[config.mk]
export PLATFORM = sky130hd
export DESIGN_NAME = fifo_rd_ctrl_flat
export DESIGN_NICKNAME = d
export VERILOG_FILES = /design/src/rtl/fifo_pkg.sv /design/src/rtl/fifo_rd_ctrl_if.sv /design/src/rtl/fifo_rd_skid.sv /design/src/rtl/fifo_rd_ctrl.sv /design/src/flat_wrapper.sv
export SDC_FILE = /design/constraint.sdc
export NUM_CORES = 1
export LEC_CHECK = 0
export ABC_AREA = 0
export CAP_MARGIN = 20
export CORE_ASPECT_RATIO = 1.75
export CORE_MARGIN = 10
export CORE_UTILIZATION = 30
export DETAILED_ROUTE_END_ITERATION = 10
export GPL_ROUTABILITY_DRIVEN = 0
export MAX_ROUTING_LAYER = met4
export PLACE_DENSITY_LB_ADDON = 0.3
export SYNTH_ARGS = -nofsm -noshare
export SYNTH_HDL_FRONTEND = slang
export SYNTH_SLANG_ARGS = --single-unit
[constraint.sdc]
create_clock -name clk_i -period 3.55 [get_ports clk_i]
set_clock_uncertainty 0.05 [all_clocks]
set_input_delay 0.71 -clock clk_i [delete_from_list [all_inputs] [get_ports clk_i]]
set_output_delay 0.71 -clock clk_i [all_outputs]
set_load 0.02 [all_outputs]
[src/rtl/fifo_pkg.sv]
// Shared definitions for the FIFO read controller: parameter defaults, FSM state
// encoding and the burst-length legality check.
package fifo_pkg;

    localparam int unsigned WIDTH_DEF = 8;
    localparam int unsigned DEPTH_DEF = 16;

    typedef logic [1:0] state_t;

    localparam logic [1:0] S_IDLE  = 2'd0;
    localparam logic [1:0] S_READ  = 2'd1;
    localparam logic [1:0] S_DRAIN = 2'd2;
    localparam logic [1:0] S_DONE  = 2'd3;

    function automatic logic len_ok(input int unsigned len, input int unsigned depth);
        return (len != 0) && (len <= depth);
    endfunction

endpackage

[src/rtl/fifo_rd_ctrl_if.sv]
// Control, FIFO-side and downstream stream signals of the FIFO read controller.
interface fifo_rd_ctrl_if #(
    parameter int unsigned WIDTH = fifo_pkg::WIDTH_DEF,
    parameter int unsigned CNT_W = $clog2(fifo_pkg::DEPTH_DEF) + 1
);
    logic             start_i;
    logic [CNT_W-1:0] len_i;
    logic             fifo_empty_i;
    logic             fifo_rd_en_o;
    logic [WIDTH-1:0] fifo_rdata_i;
    logic             m_valid_o;
    logic [WIDTH-1:0] m_data_o;
    logic             m_ready_i;
    logic             busy_o;
    logic             done_o;
    logic             len_err_o;

    modport slave (
        input  start_i, len_i, fifo_empty_i, fifo_rdata_i, m_ready_i,
        output fifo_rd_en_o, m_valid_o, m_data_o, busy_o, done_o, len_err_o
    );

    modport master (
        output start_i, len_i, fifo_empty_i, fifo_rdata_i, m_ready_i,
        input  fifo_rd_en_o, m_valid_o, m_data_o, busy_o, done_o, len_err_o
    );
endinterface

[src/rtl/fifo_rd_skid.sv]
// Two-entry output buffer between FIFO read data and the downstream valid/ready port.
module fifo_rd_skid #(
    parameter int unsigned WIDTH = fifo_pkg::WIDTH_DEF
) (
    input  logic             clk_i,
    input  logic             clr_n_i,
    input  logic             in_valid,
    input  logic [WIDTH-1:0] in_data,
    output logic             out_valid,
    input  logic             out_ready,
    output logic [WIDTH-1:0] out_data,
    output logic [1:0]       count
);
    logic [WIDTH-1:0] mem [2];
    logic             wr_ptr;
    logic             rd_ptr;
    logic [1:0]       cnt;
    logic             push;
    logic             pop;

    assign pop  = out_valid && out_ready;
    // The controller never overfills; the guard just keeps a full buffer intact.
    assign push = in_valid && ((cnt != 2'd2) || pop);

    always_ff @(posedge clk_i or negedge clr_n_i) begin
        if (!clr_n_i) begin
            mem[0] <= '0;
            mem[1] <= '0;
            wr_ptr <= 1'b0;
            rd_ptr <= 1'b0;
            cnt    <= 2'd0;
        end else begin
            if (push) begin
                mem[wr_ptr] <= in_data;
            end
            wr_ptr <= wr_ptr ^ push;
            rd_ptr <= rd_ptr ^ pop;
            case ({push, pop})
                2'b10:   cnt <= cnt + 2'd1;
                2'b01:   cnt <= cnt - 2'd1;
                default: cnt <= cnt;
            endcase
        end
    end

    assign out_valid = (cnt != 2'd0);
    assign out_data  = mem[rd_ptr];
    assign count     = cnt;

endmodule

[src/rtl/fifo_rd_ctrl.sv]
// Burst reader: pops len words from a FIFO and streams them out through a
// two-entry skid buffer, keeping at most two words between FIFO and output.
module fifo_rd_ctrl import fifo_pkg::*; #(
    parameter int unsigned WIDTH = WIDTH_DEF,
    parameter int unsigned DEPTH = DEPTH_DEF,
    parameter int unsigned CNT_W = $clog2(DEPTH) + 1
) (
    input  logic          clk_i,
    input  logic          clr_n_i,
    fifo_rd_ctrl_if.slave bus
);
    state_t           state;
    state_t           state_nxt;
    logic [CNT_W-1:0] len_q;
    logic [CNT_W-1:0] pop_cnt;
    logic [CNT_W-1:0] acc_cnt;
    logic             inflight;
    logic             len_err_q;
    logic [1:0]       occ;
    logic             skid_valid;
    logic [WIDTH-1:0] skid_data;
    logic             len_legal;
    logic             start_ok;
    logic             rd_en;
    logic             xfer;

    assign len_legal = len_ok(32'(bus.len_i), DEPTH);
    assign start_ok  = (state == S_IDLE) && bus.start_i && len_legal;
    assign xfer      = skid_valid && bus.m_ready_i;

    // Pop only if buffered + in-flight words, less this cycle's transfer, leave room.
    assign rd_en = (state == S_READ) && !bus.fifo_empty_i && (pop_cnt < len_q) &&
                   (({1'b0, occ} + 3'(inflight)) < (3'd2 + 3'(xfer)));

    always_ff @(posedge clk_i or negedge clr_n_i) begin
        if (!clr_n_i) begin
            state <= S_IDLE;
        end else begin
            state <= state_nxt;
        end
    end

    always_comb begin
        state_nxt = state;
        case (state)
            S_IDLE:  if (start_ok) state_nxt = S_READ;
            S_READ:  if ((pop_cnt + CNT_W'(rd_en)) == len_q) state_nxt = S_DRAIN;
            S_DRAIN: if ((acc_cnt + CNT_W'(xfer)) == len_q) state_nxt = S_DONE;
            S_DONE:  state_nxt = S_IDLE;
            default: state_nxt = S_IDLE;
        endcase
    end

    // Burst length, pop/accept counters, in-flight pop tracker and error pulse.
    always_ff @(posedge clk_i or negedge clr_n_i) begin
        if (!clr_n_i) begin
            len_q     <= '0;
            pop_cnt   <= '0;
            acc_cnt   <= '0;
            inflight  <= 1'b0;
            len_err_q <= 1'b0;
        end else begin
            inflight  <= rd_en;
            len_err_q <= (state == S_IDLE) && bus.start_i && !len_legal;
            if (start_ok) begin
                len_q   <= bus.len_i;
                pop_cnt <= '0;
                acc_cnt <= '0;
            end else begin
                if (rd_en) pop_cnt <= pop_cnt + CNT_W'(1);
                if (xfer)  acc_cnt <= acc_cnt + CNT_W'(1);
            end
        end
    end

    fifo_rd_skid #(.WIDTH(WIDTH)) u_skid (
        .clk_i     (clk_i),
        .clr_n_i   (clr_n_i),
        .in_valid  (inflight),
        .in_data   (bus.fifo_rdata_i),
        .out_valid (skid_valid),
        .out_ready (bus.m_ready_i),
        .out_data  (skid_data),
        .count     (occ)
    );

    assign bus.fifo_rd_en_o = rd_en;
    assign bus.m_valid_o    = skid_valid;
    assign bus.m_data_o     = skid_data;
    assign bus.busy_o       = (state != S_IDLE);
    assign bus.done_o       = (state == S_DONE);
    assign bus.len_err_o    = len_err_q;

endmodule

[src/flat_wrapper.sv]
// flat-port wrapper written by rule: the top's interface ports become plain ports
module fifo_rd_ctrl_flat import fifo_pkg::*;
#(
    parameter int unsigned WIDTH = WIDTH_DEF,
    parameter int unsigned DEPTH = DEPTH_DEF,
    parameter int unsigned CNT_W = $clog2(DEPTH) + 1
)
  (clk_i, clr_n_i, bus_start_i, bus_len_i, bus_fifo_empty_i, bus_fifo_rdata_i, bus_m_ready_i, bus_fifo_rd_en_o, bus_m_valid_o, bus_m_data_o, bus_busy_o, bus_done_o, bus_len_err_o);
  fifo_rd_ctrl_if #(.WIDTH(WIDTH), .CNT_W(CNT_W)) bus_i ();
  input  logic clk_i;
  input  logic clr_n_i;
  input wire logic [$bits(bus_i.start_i)-1:0] bus_start_i;
  input wire logic [$bits(bus_i.len_i)-1:0] bus_len_i;
  input wire logic [$bits(bus_i.fifo_empty_i)-1:0] bus_fifo_empty_i;
  input wire logic [$bits(bus_i.fifo_rdata_i)-1:0] bus_fifo_rdata_i;
  input wire logic [$bits(bus_i.m_ready_i)-1:0] bus_m_ready_i;
  output wire logic [$bits(bus_i.fifo_rd_en_o)-1:0] bus_fifo_rd_en_o;
  output wire logic [$bits(bus_i.m_valid_o)-1:0] bus_m_valid_o;
  output wire logic [$bits(bus_i.m_data_o)-1:0] bus_m_data_o;
  output wire logic [$bits(bus_i.busy_o)-1:0] bus_busy_o;
  output wire logic [$bits(bus_i.done_o)-1:0] bus_done_o;
  output wire logic [$bits(bus_i.len_err_o)-1:0] bus_len_err_o;
  assign bus_i.start_i = bus_start_i;
  assign bus_i.len_i = bus_len_i;
  assign bus_i.fifo_empty_i = bus_fifo_empty_i;
  assign bus_i.fifo_rdata_i = bus_fifo_rdata_i;
  assign bus_i.m_ready_i = bus_m_ready_i;
  assign bus_fifo_rd_en_o = bus_i.fifo_rd_en_o;
  assign bus_m_valid_o = bus_i.m_valid_o;
  assign bus_m_data_o = bus_i.m_data_o;
  assign bus_busy_o = bus_i.busy_o;
  assign bus_done_o = bus_i.done_o;
  assign bus_len_err_o = bus_i.len_err_o;
  fifo_rd_ctrl #(.WIDTH(WIDTH), .DEPTH(DEPTH), .CNT_W(CNT_W)) u_core (.clk_i(clk_i), .clr_n_i(clr_n_i), .bus(bus_i));
endmodule
## Yosys cells after proc, flatten, opt, wreduce, memory -nomap -nowiden

Index checks and enable logic that the tools add are counted.
Widths: inputs -> output; s select.

- Flip-flop bits (word level): 39
- Input bits: 18
- Output and inout port bits: 13
- Logic and storage cells: 76

- $add $sub $neg: 8
- Magnitude comparators: 6
- Equality and inequality tests: 11
- Mux-type cells: 15
- Bitwise gates (word level): 4
- Reductions and logical operators: 21

Operators with widths:

| kind | number |
|---|---|
| $mux 8 | 4 |
| $mux 5 | 4 |
| $bwmux 16 | 1 |
| $add 5x1->5 | 2 |
| $add 5x1->5 const B | 2 |
| $eq 5x5->1 | 2 |
| $logic_and 1x1->1 | 10 |
| $reduce_bool 2->1 | 5 |
| $demux 8 s1 | 1 |
| $pmux 2 s4 | 1 |
| $eq 2x2->1 const B | 3 |
| $mux 2 | 3 |
| $le 5x5->1 const B | 1 |
| $lt 5x5->1 | 1 |
| $reduce_bool 5->1 | 1 |
| $eq 2x1->1 const B | 2 |
| $ge 2x2->1 const B | 2 |
| $ne 2x1->1 const B | 2 |
| $ne 2x2->1 const B | 2 |
| $not 1->2 | 2 |
| $pmux 2 s2 | 1 |
| $add 2x1->3 | 1 |
| $add 2x1->3 const A | 1 |
| $lt 3x3->1 | 1 |
| 8 further kinds | 10 |

## Longest topological paths before layout

Gate-level depths: netlist of run 1.

- Depth after elaboration: 9
- Mapped depth: 13
- Depth with buffers taken out: 13

## Modules after synthesis

Synthesis of run 1 repeated with hierarchy kept, for this count alone.

- Cell total of the unflattened synthesis: 198
- Area total of the unflattened synthesis: 2207.1 µm²

Modules (own cells, without submodules):

| module | instances | cells an instance | area an instance (µm²) | sequential area each (µm²) |
|---|---|---|---|---|
| fifo_rd_ctrl | 1 | 135 | 1302.5 | 475.5 |
| fifo_rd_skid | 1 | 63 | 904.6 | 500.5 |

## Least setup slack after synthesis of run 1

Ideal clock, no wire load.

- Path type: register to register
- From: reg u_core.pop_cnt[1]
- To: reg u_core.state[1]
- Setup time: 0.128 ns
- Arrival: 3.403 ns
- Required time: 3.372 ns
- Path slack: -0.031 ns
- Stages on the path, launching flop included: 12
- Buffers on the path: 0
- Period minus slack after synthesis: 3.581 ns
- Path through: dfrtp_1 > ha_1 > a21o_1 > a211oi_1 > o211a_1 > ha_1 > ha_1 > xor2_1 > or4_1 > a221o_1 > a21oi_2 > mux2_1

- Word-level cells in the longest chain between the ends: 7

Ends and longest elaborated chain:

| element | RTL line | source |
|---|---|---|
| from (decl) | fifo_rd_ctrl.sv:15 | `logic [CNT_W-1:0] pop_cnt;` |
| from (signal assigned) | fifo_rd_ctrl.sv:70 | `if (rd_en) pop_cnt <= pop_cnt + CNT_W'(1);` |
| $lt 5x5->1 | fifo_rd_ctrl.sv:32 | `assign rd_en = (state == S_READ) && !bus.fifo_empty_i && (pop_cnt < len_q) &&` |
| $logic_and 1x1->1 (2 in a row) | fifo_rd_ctrl.sv:32 |  |
| via bus_fifo_rd_en_o | flat_wrapper.sv:17 | `output wire logic [$bits(bus_i.fifo_rd_en_o)-1:0] bus_fifo_rd_en_o;` |
| $add 5x1->5 | fifo_rd_ctrl.sv:47 | `S_READ: if ((pop_cnt + CNT_W'(rd_en)) == len_q) state_nxt = S_DRAIN;` |
| $eq 5x5->1 | fifo_rd_ctrl.sv:47 |  |
| $ne 2x2->1 (no line) | n/a |  |
| $reduce_and 3->1 (no line) | n/a |  |
| to (signal assigned) | fifo_rd_ctrl.sv:39 | `state <= state_nxt;` |
| to (decl) | fifo_rd_ctrl.sv:12 | `state_t state;` |

The timed path passes the listed nets, and every way through them passes these cells.
A chain may end at the register's enable or synchronous reset.

## Worst setup path in the final report of run 1

- From: in bus_fifo_empty_i
- To: reg u_core.state[1]

- Word-level cells in the longest chain between the ends: 8

Ends and longest elaborated chain:

| element | RTL line | source |
|---|---|---|
| from (decl) | flat_wrapper.sv:14 | `input wire logic [$bits(bus_i.fifo_empty_i)-1:0] bus_fifo_empty_i;` |
| $logic_not 1->1 | fifo_rd_ctrl.sv:32 |  |
| $logic_and 1x1->1 (3 in a row) | fifo_rd_ctrl.sv:32 |  |
| $add 5x1->5 | fifo_rd_ctrl.sv:47 |  |
| $eq 5x5->1 | fifo_rd_ctrl.sv:47 |  |
| $ne 2x2->1 (no line) | n/a |  |
| $reduce_and 3->1 (no line) | n/a |  |

No other way between the ends.

==> results.json, run 1 <==
{
  "status": "completed",
  "grt_overflow": 0,
  "async_flop_share_pct": 100,
  "min_to": "u_core.u_skid.mem[9]",
  "clkSlewWorstSetupHoldPaths_ns": 0.06,
  "cts_sinks": 39,
  "hold_viol": 0,
  "ctsHtreeMaxLevel": 2,
  "hold_start": "u_core.u_skid.mem[9]",
  "portBuffers": 30,
  "area_growth_pct": 30.9,
  "final_nets": 274,
  "synth_cell_types": 34,
  "r2r-start": "u_core.pop_cnt[1]",
  "wl_per_cell_um": 14.3,
  "fin_crit_ns": 3.43,
  "seq_area_frac_synth_pct": 45.1,
  "power.sequential.fraction_pct": 31.6,
  "clock-root-buffer": "clkbuf_16",
  "synth_fa_ha_area_share_pct": 11.6,
  "start_util_pct": 31.1,
  "grt_pass1_wl_mm": 7.79,
  "drive_gt1_share_pct": 25.3,
  "internal_power_mw": 1.60,
  "fin_tns_setup_ns": 0,
  "antenna_cells": 0,
  "switchingPower_uw": 910,
  "fp.coreArea_um2": 6960,
  "die_x_um": 84.2,
  "syn_inst": 190,
  "grt_pass1_vias": 1648,
  "leakage_nw": 1.31,
  "tightest_slew_ns": 0.877,
  "cp_data_required_time_ns": 3.67,
  "r2r_slack_ns": 0.15,
  "grt_max_degree": 40,
  "grt_util_all_layers_pct": 8.70,
  "cts_buffer_depth": 2,
  "routed_wl_mm": 4.60,
  "dieArea_um2": 11100,
  "drv_slew": 0,
  "ant_nets": 0,
  "hp-class": "flip-flop to flip-flop",
  "pwr-share-comb_pct": 51.0,
  "yosys_warnings": 0,
  "start_kind": "primary input",
  "rows": 40,
  "worst-r2r-cell-count": 11,
  "synth_nets": 228,
  "max_clock_freq_mhz": 292,
  "synth_top_family_by_area": "multiplexers",
  "r2r_end": "u_core.state[1]",
  "fp.dieH_um": 132,
  "synth_flop_cell": "dfrtp_1",
  "finalCritPeriodShare_pct": 96.5,
  "cts_tree": "yes",
  "power_density_nw_per_um2": 886,
  "stdcell_count": 321,
  "setup_violations": 0,
  "pre_cts_ws_ns": -0.355,
  "dr_total_vias": 1509,
  "synth_edf_count": 0,
  "slew_headroom_pct": 41.5,
  "syn_area_um2": 2160,
  "drt_iter0_markers": 58,
  "drc": 0,
  "hold_buffers": 0,
  "path_max_fanout": 2,
  "clockPowerShare_pct": 17.4,
  "worst_slack_ns": 0.124,
  "synth-seq-cells": 39,
  "synth_compound_area_share_pct": 6.19,
  "antenna_found_initial": 0,
  "dp.cells": 311,
  "vias_per_cell": 4.70,
  "synthXorXnorAreaFrac_pct": 9.72,
  "insertion_delay_ns": 0.28,
  "num_io_pins": 31,
  "hpwl_mm": 3.58,
  "timing.hold.ws_ns": 0.453,
  "fillers": 669,
  "critPathKind": "primary input to flip-flop",
  "yosys.area_share.simple_pct": 9.08,
  "post-route-util_pct": 40.7,
  "critical_path.endpoint_type": "flip-flop",
  "ir_drop_uv": 568,
  "worstHoldPathCells": 1,
  "worstPathArrival_ns": 3.54,
  "switching_share_pct": 36.3,
  "cts_buffers": 5,
  "synth_mux_area_share_pct": 15.0,
  "drv_cap": 0,
  "syn_avg_cell_area_um2": 11.4,
  "firstDrtPassIters": 4
}
## metal layers
| metal | GRT usage [%] | vias to the layer above | part of all wire (%) |
|---|---|---|---|
| met1 | 8.58 | 717 | 40 |
| met2 | 15.2 | 37 | 52 |
| li1 | - | 745 | - |
| met3 | 2.04 | 10 | 4.5 |
| met5 | - | - | 0 |
| met4 | 4.67 | 0 | 2.8 |
## cell usage after synthesis (3+ instances only)
master / n / share of area, %
dfrtp_1: 39 / 45
nor2b_1: 3 / 0.87
nand4_1: 4 / 1.2
ha_1: 20 / 12
nand2_1: 9 / 1.6
mux2_2: 27 / 14
clkbuf_1: 7 / 1.2
inv_1: 12 / 2.1
xor2_1: 10 / 4.0
nand3_1: 4 / 0.93
nor2_1: 12 / 2.1
o21ai_0: 7 / 1.6
xnor2_1: 14 / 5.7
## cell families after synthesis
group                      after synthesis
AOI/OAI and AO/OA                       19
xor gates and xnor gates                24
muxes                                   29
adders and majority gates               20
DFF                                     39
and+or+nand+nor                         40
buffers and inverters                   19
## worst max path at each step
stage | endpoint | startpoint | slack (ns) | cells past startpoint
3_3_place_gp | u_core.state[1] | bus_fifo_empty_i | -0.31 | 10
4_1_cts | u_core.state[1] | bus_m_ready_i | 0.01 | 11
2_1_floorplan | u_core.state[1] | u_core.pop_cnt[1] | 0.02 | 11
5_1_grt | u_core.state[1] | bus_fifo_empty_i | -0.002 | 10
6_report | u_core.state[1] | bus_fifo_empty_i | 0.12 | 10
3_5_place_dp | u_core.state[1] | bus_fifo_empty_i | -0.36 | 10
## cell usage in the layout (no fill, tap or decap), drive strengths merged, types with 3 or more instances in the layout
| cell type | Yosys | routed |
|---|---|---|
| mux2 | 28 | 28 |
| ha | 20 | 20 |
| inv | 12 | 12 |
| nor2b | 3 | 3 |
| clkbuf | 7 | 6 |
| xnor2 | 14 | 14 |
| o21ai | 7 | 7 |
| buf | 0 | 17 |
| dfrtp | 39 | 39 |
| nor2 | 12 | 12 |
| clkdlybuf4s50 | 0 | 28 |
| nand2 | 9 | 9 |
| nand3 | 4 | 4 |
| xor2 | 10 | 10 |
| nand4 | 4 | 4 |
| a21oi | 3 | 3 |
## flip-flops by register name, indices dropped and copies added, names as in the netlist
| name | count |
|---|---|
| u_core.inflight | 1 |
| u_core.acc_cnt | 5 |
| u_core.len_q | 5 |
| u_core.u_skid.rd_ptr | 1 |
| u_core.bus.len_err_o | 1 |
| u_core.state | 2 |
| u_core.u_skid.count | 2 |
| u_core.u_skid.wr_ptr | 1 |
| u_core.u_skid.mem | 16 |
| u_core.pop_cnt | 5 |
## what timing repair did
item                       CTS  global route
hold endpoints to repair     0             0
setup buffers                0             2
gates resized for setup      1             8
setup endpoints to repair    1             2
pin swaps                    0             4
## per-stage QoR
step / area, um^2 / total power [mW]
2_1_floorplan: 2160 / 1.59
3_3_place_gp: 2640 / 2.02
3_5_place_dp: 2640 / 2.04
4_1_cts: 2790 / 2.49
5_1_grt: 2830 / 2.71
6_report: 2830 / 2.51
## power groups by stage
stage                     clock network [mW]  logic [mW]  registers (mW)
after detailed placement                   0        1.23           0.804
after floorplan                            0       0.823           0.764
after global placement                     0        1.22           0.800
after CTS                              0.452        1.24           0.796
after global routing                   0.471        1.42           0.817
final                                  0.437        1.28           0.794
## cell type report
class	count	area (um^2)	share of cell area, %
multi-input cells	132	1150	40.5
flip-flops and latches	39	976	34.5
repair buffers	46	418	14.8
clock buffers	6	129	4.55
well taps	84	105	3.71
inverters	12	45.0	1.59
clock inverters	2	12.5	0.442
## worst max-delay path: stages
cell	delay [ns]
clkdlybuf4s50_1	0.44
nor4b_4	0.25
o211a_2	0.24
ha_2	0.18
ha_1	0.23
xor2_1	0.15
or4_1	0.52
a221o_1	0.36
a21oi_2	0.14
mux2_1	0.32
(Power assumes the default switching activity.)
==> run 2: changes to the inputs <==
ABC_CLOCK_PERIOD_IN_PS = 3550   (was default)
PLACE_DENSITY = 0.61   (was default)
PLACE_DENSITY_LB_ADDON = default   (was 0.3)
==> run 2 against run 1 <==
Wire length increased by 1.1%. Clock power up 1%. Via count rose by 1.3%. Die area stayed put. Highest routed layer unchanged.
==> results.json, run 2 (synthesis gave the netlist of run 1 again) <==
{
  "clock-root-buffer": "clkbuf_16",
  "leakage_nw": 1.30,
  "hp-class": "flip-flop to flip-flop",
  "insertion_delay_ns": 0.28,
  "grt_util_all_layers_pct": 8.98,
  "start_util_pct": 31.1,
  "num_io_pins": 31,
  "power.sequential.fraction_pct": 31.8,
  "final_nets": 272,
  "finalCritPeriodShare_pct": 95.0,
  "antenna_found_initial": 0,
  "postCtsSetupBuffers": 0,
  "cp_data_required_time_ns": 3.67,
  "largest_reg_flops": 16,
  "fillers": 673,
  "fp.coreArea_um2": 6960,
  "internal_power_mw": 1.57,
  "fin_crit_ns": 3.37,
  "stdcell_area_um2": 2820,
  "critPathKind": "primary input to flip-flop",
  "mostFrequentLayoutCell": "dfrtp_1",
  "layout_common_cells": "dfrtp_1, clkdlybuf4s50_1, mux2_2",
  "worstPathArrival_ns": 3.49,
  "ant_nets": 0,
  "grt_max_degree": 40,
  "hpwl_mm": 3.60,
  "start_kind": "primary input",
  "power_density_nw_per_um2": 881,
  "ir_drop_uv": 451,
  "die_x_um": 84.2,
  "stdcell_count": 319,
  "cts_tree": "yes",
  "switching_share_pct": 36.7,
  "portBuffers": 30,
  "cts_buffer_depth": 2,
  "post-route-util_pct": 40.6,
  "clkSlewWorstSetupHoldPaths_ns": 0.06,
  "dieArea_um2": 11100,
  "drv_cap": 0,
  "path_max_fanout": 2,
  "ctsHtreeMaxLevel": 2,
  "p_total_mw": 2.48,
  "drv_slew": 0,
  "rows": 40,
  "area_growth_pct": 30.4,
  "vias_per_cell": 4.79,
  "firstDrtPassIters": 4,
  "tightest_slew_ns": 0.887,
  "crit_slowest_cell": "or4_1",
  "slew_headroom_pct": 40.8,
  "grt_pass1_vias": 1714,
  "setup_violations": 0,
  "crit_chain": "clkdlybuf4s50_1 -> nand2_1 -> o21ai_2 -> o211a_2 -> ha_2 -> ha_1 -> xor2_1 -> or4_1 -> a221o_1 -> a21oi_2 -> mux2_1",
  "critPathMaxStageDelay_ns": 0.51,
  "regMostFlops": "u_core.u_skid.mem",
  "clockPowerShare_pct": 17.8,
  "max_clock_freq_mhz": 296,
  "dp.cells": 311,
  "cts_sinks": 39,
  "switchingPower_uw": 912,
  "grt_overflow": 0,
  "drc": 0,
  "pwr-share-comb_pct": 50.3,
  "wl_per_cell_um": 14.6,
  "dr_total_vias": 1529,
  "grt_pass1_wl_mm": 8.03,
  "drt_iter0_markers": 32,
  "status": "completed",
  "hold_viol": 0,
  "dpl_cell_area_um2": 2640,
  "routed_wl_mm": 4.65,
  "fp.dieH_um": 132,
  "cts_buffers": 5,
  "critical_path.endpoint_type": "flip-flop",
  "drive_gt1_share_pct": 25.1,
  "antenna_cells": 0
}
## run 2: changes by cell type in the layout (fill, tap and decap cells not counted), sizes merged
cell | before | now
buf | 17 | 15
clkbuf | 6 | 5
clkinvlp | 1 | 2
## run 2: layer usage
layer / global-route usage, % / vias up / routed length [um]
li1: - / 741 / -
met3: 2.04 / 13 / 155
met4: 4.86 / 0 / 155
met2: 14.8 / 38 / 2380
met1: 9.65 / 737 / 1960
met5: - / - / 0
## run 2: final cells by class
| cell class | instances | area, um^2 | share of cell area, % |
|---|---|---|---|
| Clock buffer | 5 | 125 | 4.43 |
| Clock inverter | 3 | 20.0 | 0.710 |
| Inverter | 12 | 45.0 | 1.60 |
| Multi-Input combinational cell | 132 | 1150 | 40.7 |
| Sequential cell | 39 | 976 | 34.6 |
| Tap cell | 84 | 105 | 3.73 |
| Timing Repair Buffer | 44 | 403 | 14.3 |
## run 2: worst paths after layout
| path | start | end | slack (ns) | cells past startpoint |
|---|---|---|---|---|
| min in group asynchronous | clr_n_i | u_core.u_skid.mem[6] | 0.50 | 1 |
| setup / recovery | bus_m_ready_i | u_core.state[1] | 0.18 | 11 |
| setup reg to reg | u_core.pop_cnt[1] | u_core.state[1] | 0.19 | 11 |
| max in group asynchronous | clr_n_i | u_core.state[1] | 2.40 | 1 |
| hold reg to reg | u_core.u_skid.mem[14] | u_core.u_skid.mem[14] | 0.45 | 1 |
| hold / removal | u_core.u_skid.mem[14] | u_core.u_skid.mem[14] | 0.45 | 1 |
## run 2: critical path: cells and delay by family
family | cells | cell delay (ns)
AOI/OAI and AO/OA | 4 | 0.85
xor gates and xnor gates | 1 | 0.14
and+or+nand+nor | 2 | 0.59
adders and majority gates | 2 | 0.41
muxes | 1 | 0.33
buffers and inverters | 1 | 0.48
## run 2: power groups by stage
stage,Clock (mW),Sequential [mW],Combinational (mW)
2_1_floorplan,0,0.764,0.823
3_3_place_gp,0,0.795,1.22
3_5_place_dp,0,0.804,1.23
4_1_cts,0.462,0.795,1.25
5_1_grt,0.477,0.823,1.39
6_report,0.443,0.791,1.25
## run 2: per-stage QoR
stage	worst slack (ns)	TNS [ns]	hold slack (ns)
3_5_place_dp	-0.345	-0.513	0.443
2_1_floorplan	0.0186	0	0.364
6_report	0.176	0	0.449
3_3_place_gp	-0.324	-0.473	0.435
4_1_cts	0.0415	0	0.456
5_1_grt	-0.000171	-0.000171	0.477
## run 2: timing repair
item,CTS,global route
hold buffers,0,0
endpoints found under the setup margin,1,1
pin swaps,0,3
gates cloned,0,0
gates resized for setup,1,8
==> run 3: changes to the inputs <==
ABC_CLOCK_PERIOD_IN_PS = 3460   (was 3550)
DONT_BUFFER_PORTS = 1   (was default)
PLACE_DENSITY = 0.54   (was 0.61)
SYNTH_HIERARCHICAL = 1   (was default)
clock period = 3.46 ns   (was 3.55 ns; I/O delays follow)
==> run 3 against run 2 <==
Sequential share of layout area rose by 3.3 points. Wire length fell by 0.52%. Synthesized area rose by 2.0%. Total power rose by 1.7%. Flip-flop and latch count did not move. Global-route usage fell by 0.23 points. Final area fell by 8.6%.
==> results.json, run 3 <==
{
  "status": "completed",
  "drv_cap": 0,
  "drive_gt1_share_pct": 23.2,
  "antenna_cells": 0,
  "crit_chain": "inv_1 -> ha_1 -> a21o_1 -> a211o_1 -> a21oi_4 -> ha_1 -> ha_1 -> xor2_1 -> o41a_1 -> a311o_1 -> a21oi_2 -> mux2_1",
  "synth_most_common_cell": "dfrtp_1",
  "synth_mux_area_share_pct": 13.7,
  "cts_tree": "yes",
  "die_x_um": 84.8,
  "rsz0062_at_grt": "false",
  "hold_viol": 0,
  "start_util_pct": 30.7,
  "synth_compound_area_share_pct": 7.99,
  "portBuffers": 0,
  "tightest_slew_ns": 0.683,
  "pre_cts_ws_ns": 0.0943,
  "fin_tns_setup_ns": 0,
  "critPathKind": "flip-flop to flip-flop",
  "r2r_slack_ns": 0.16,
  "hp-class": "primary input to asynchronous set/reset pin",
  "synth_fa_ha_area_share_pct": 11.3,
  "dr_total_vias": 1463,
  "dpl_cell_area_um2": 2360,
  "regMostFlops": "u_core/u_skid/mem",
  "hpwl_mm": 3.56,
  "ant_nets": 0,
  "max_clock_freq_mhz": 303,
  "finalCritPeriodShare_pct": 95.3,
  "grt_overflow": 0,
  "leakage_nw": 1.18,
  "netlist_top_cells_area": "dfrtp_1, mux2_2, ha_1",
  "largest_reg_flops": 16,
  "clock-root-buffer": "clkbuf_16",
  "clkSlewWorstSetupHoldPaths_ns": 0.06,
  "drt_iter0_markers": 64,
  "worst-r2r-cell-count": 12,
  "yosys_warnings": 6,
  "yosysTopAreaCellShare_pct": 44.2,
  "cts_sinks": 39,
  "vias_per_cell": 4.93,
  "ff_latch_area_um2": 976,
  "fin_crit_ns": 3.30,
  "insertion_delay_ns": 0.28,
  "cts_buffers": 5,
  "grt_pass1_vias": 1541,
  "setup_violations": 0,
  "path_buf_inv": 1,
  "start_kind": "flip-flop",
  "critical_path.endpoint_type": "flip-flop",
  "synth_cell_types": 37,
  "synth_top_family_by_area": "multiplexers",
  "grt_pass1_wl_mm": 7.80,
  "routed_wl_mm": 4.63,
  "fp.dieH_um": 133,
  "slew_headroom_pct": 54.0,
  "drv_slew": 0,
  "worstPathArrival_ns": 3.41,
  "r2r_end": "u_core/state[1]",
  "fillers": 719,
  "path_max_fanout": 3,
  "syn_inst": 198,
  "grt_util_all_layers_pct": 8.75,
  "p_total_mw": 2.53,
  "power_density_nw_per_um2": 980,
  "synth_nets": 236,
  "seq_area_frac_synth_pct": 44.2,
  "mostFrequentLayoutCell": "dfrtp_1",
  "drc": 0,
  "final_nets": 248,
  "stdcell_area_um2": 2580,
  "synth_flop_cell": "dfrtp_1",
  "grt_max_degree": 40,
  "synthXorXnorAreaFrac_pct": 9.92,
  "num_io_pins": 31,
  "ir_drop_uv": 264,
  "cts_buffer_depth": 2,
  "synth_edf_count": 0,
  "r2r-start": "u_core/len_q[1]",
  "rows": 41,
  "hold_buffers": 0,
  "layout_common_cells": "dfrtp_1, mux2_2, ha_1",
  "critPathMaxStageDelay_ns": 0.43,
  "synth-seq-cells": 39,
  "dieArea_um2": 11300,
  "crit_slowest_cell": "o41a_1",
  "synthTopCellsByCount": "dfrtp_1, mux2_2, ha_1, xnor2_1, nor2_1",
  "cpLargestDelayFamily": "compound AO/OA/AOI/OAI gates",
  "wl_per_cell_um": 15.6,
  "fp.coreArea_um2": 7180,
  "syn_area_um2": 2210,
  "worst_slack_ns": 0.161,
  "crit_top_cell": "ha_1",
  "yosys.area_share.simple_pct": 9.30,
  "syn_avg_cell_area_um2": 11.1,
  "antenna_found_initial": 0,
  "synth_top_area_cell": "dfrtp_1",
  "area_growth_pct": 16.8,
  "firstDrtPassIters": 4,
  "async_flop_share_pct": 100,
  "multiInputGateArea_um2": 1170,
  "cp_data_required_time_ns": 3.58,
  "ctsHtreeMaxLevel": 2
}
[run 3: changes by cell type after synthesis, moves of 2 or more]
cell | previous run | this run
mux2_2 | 27 | 25
nand2_1 | 9 | 12
a211oi_1 | 1 | 4
a21oi_1 | 2 | 5
clkbuf_1 | 7 | 2
buf_2 | 0 | 5
nor2b_1 | 3 | 0
[run 3: worst max path at each step]
| stage | start | cells past startpoint | slack [ns] | endpoint |
|---|---|---|---|---|
| floorplan | u_core/len_q[1] | 12 | 0.07 | u_core/state[1] |
| global placement | u_core/len_q[1] | 12 | 0.13 | u_core/state[1] |
| detailed placement | u_core/len_q[1] | 12 | 0.09 | u_core/state[1] |
| CTS | u_core/len_q[1] | 12 | 0.05 | u_core/state[1] |
| global route | u_core/len_q[1] | 12 | 0.01 | u_core/state[1] |
| finish | u_core/len_q[1] | 12 | 0.16 | u_core/state[1] |
[run 3: logic make-up (layout without fill, tap and decap cells)]
kind of cell,count (synthesis),after routing
adders and majority gates,20,20
and+or+nand+nor,42,42
DFF,39,39
muxes,27,27
xor gates and xnor gates,25,25
buffers and inverters,19,32
AOI/OAI and AO/OA,26,26
[run 3: final cells by class]
type	instances	share of cell area, %
Sequential cell	39	37.8
Multi-Input combinational cell	140	45.4
Inverter	12	1.75
Clock buffer	6	5.00
Clock inverter	2	2.33
Timing Repair Buffer	12	3.49
Tap cell	86	4.17
[run 3: report_power, final]
part           switching (mW)  internal, mW
Combinational           0.571         0.539
Sequential              0.170         0.657
Clock                   0.176         0.413
[run 3: through the flow]
stage / util, % / instances / hold slack [ns]
3_3_place_gp: 32.9 / 286 / 0.348
2_1_floorplan: - / 198 / 0.346
4_1_cts: 35.5 / 294 / 0.0472
6_report: 35.9 / 297 / 0.0505
3_5_place_dp: 32.9 / 286 / 0.348
5_1_grt: 35.9 / 297 / 0.0400
[run 3: repair_timing]
action | in CTS | in global routing
resized for setup | 0 | 1
buffers inserted | 0 | 3
setup endpoints to repair | 0 | 1
[run 3: per-layer routing]
metal / up-vias / routed length, um / track usage [%] / part of all wire [%]
li1: 708 / - / - / -
met1: 713 / 1650 / 8.52 / 36
met2: 36 / 2570 / 15.5 / 56
met3: 6 / 325 / 2.99 / 7.0
met4: 0 / 75 / 3.31 / 1.6
met5: - / 0 / - / 0
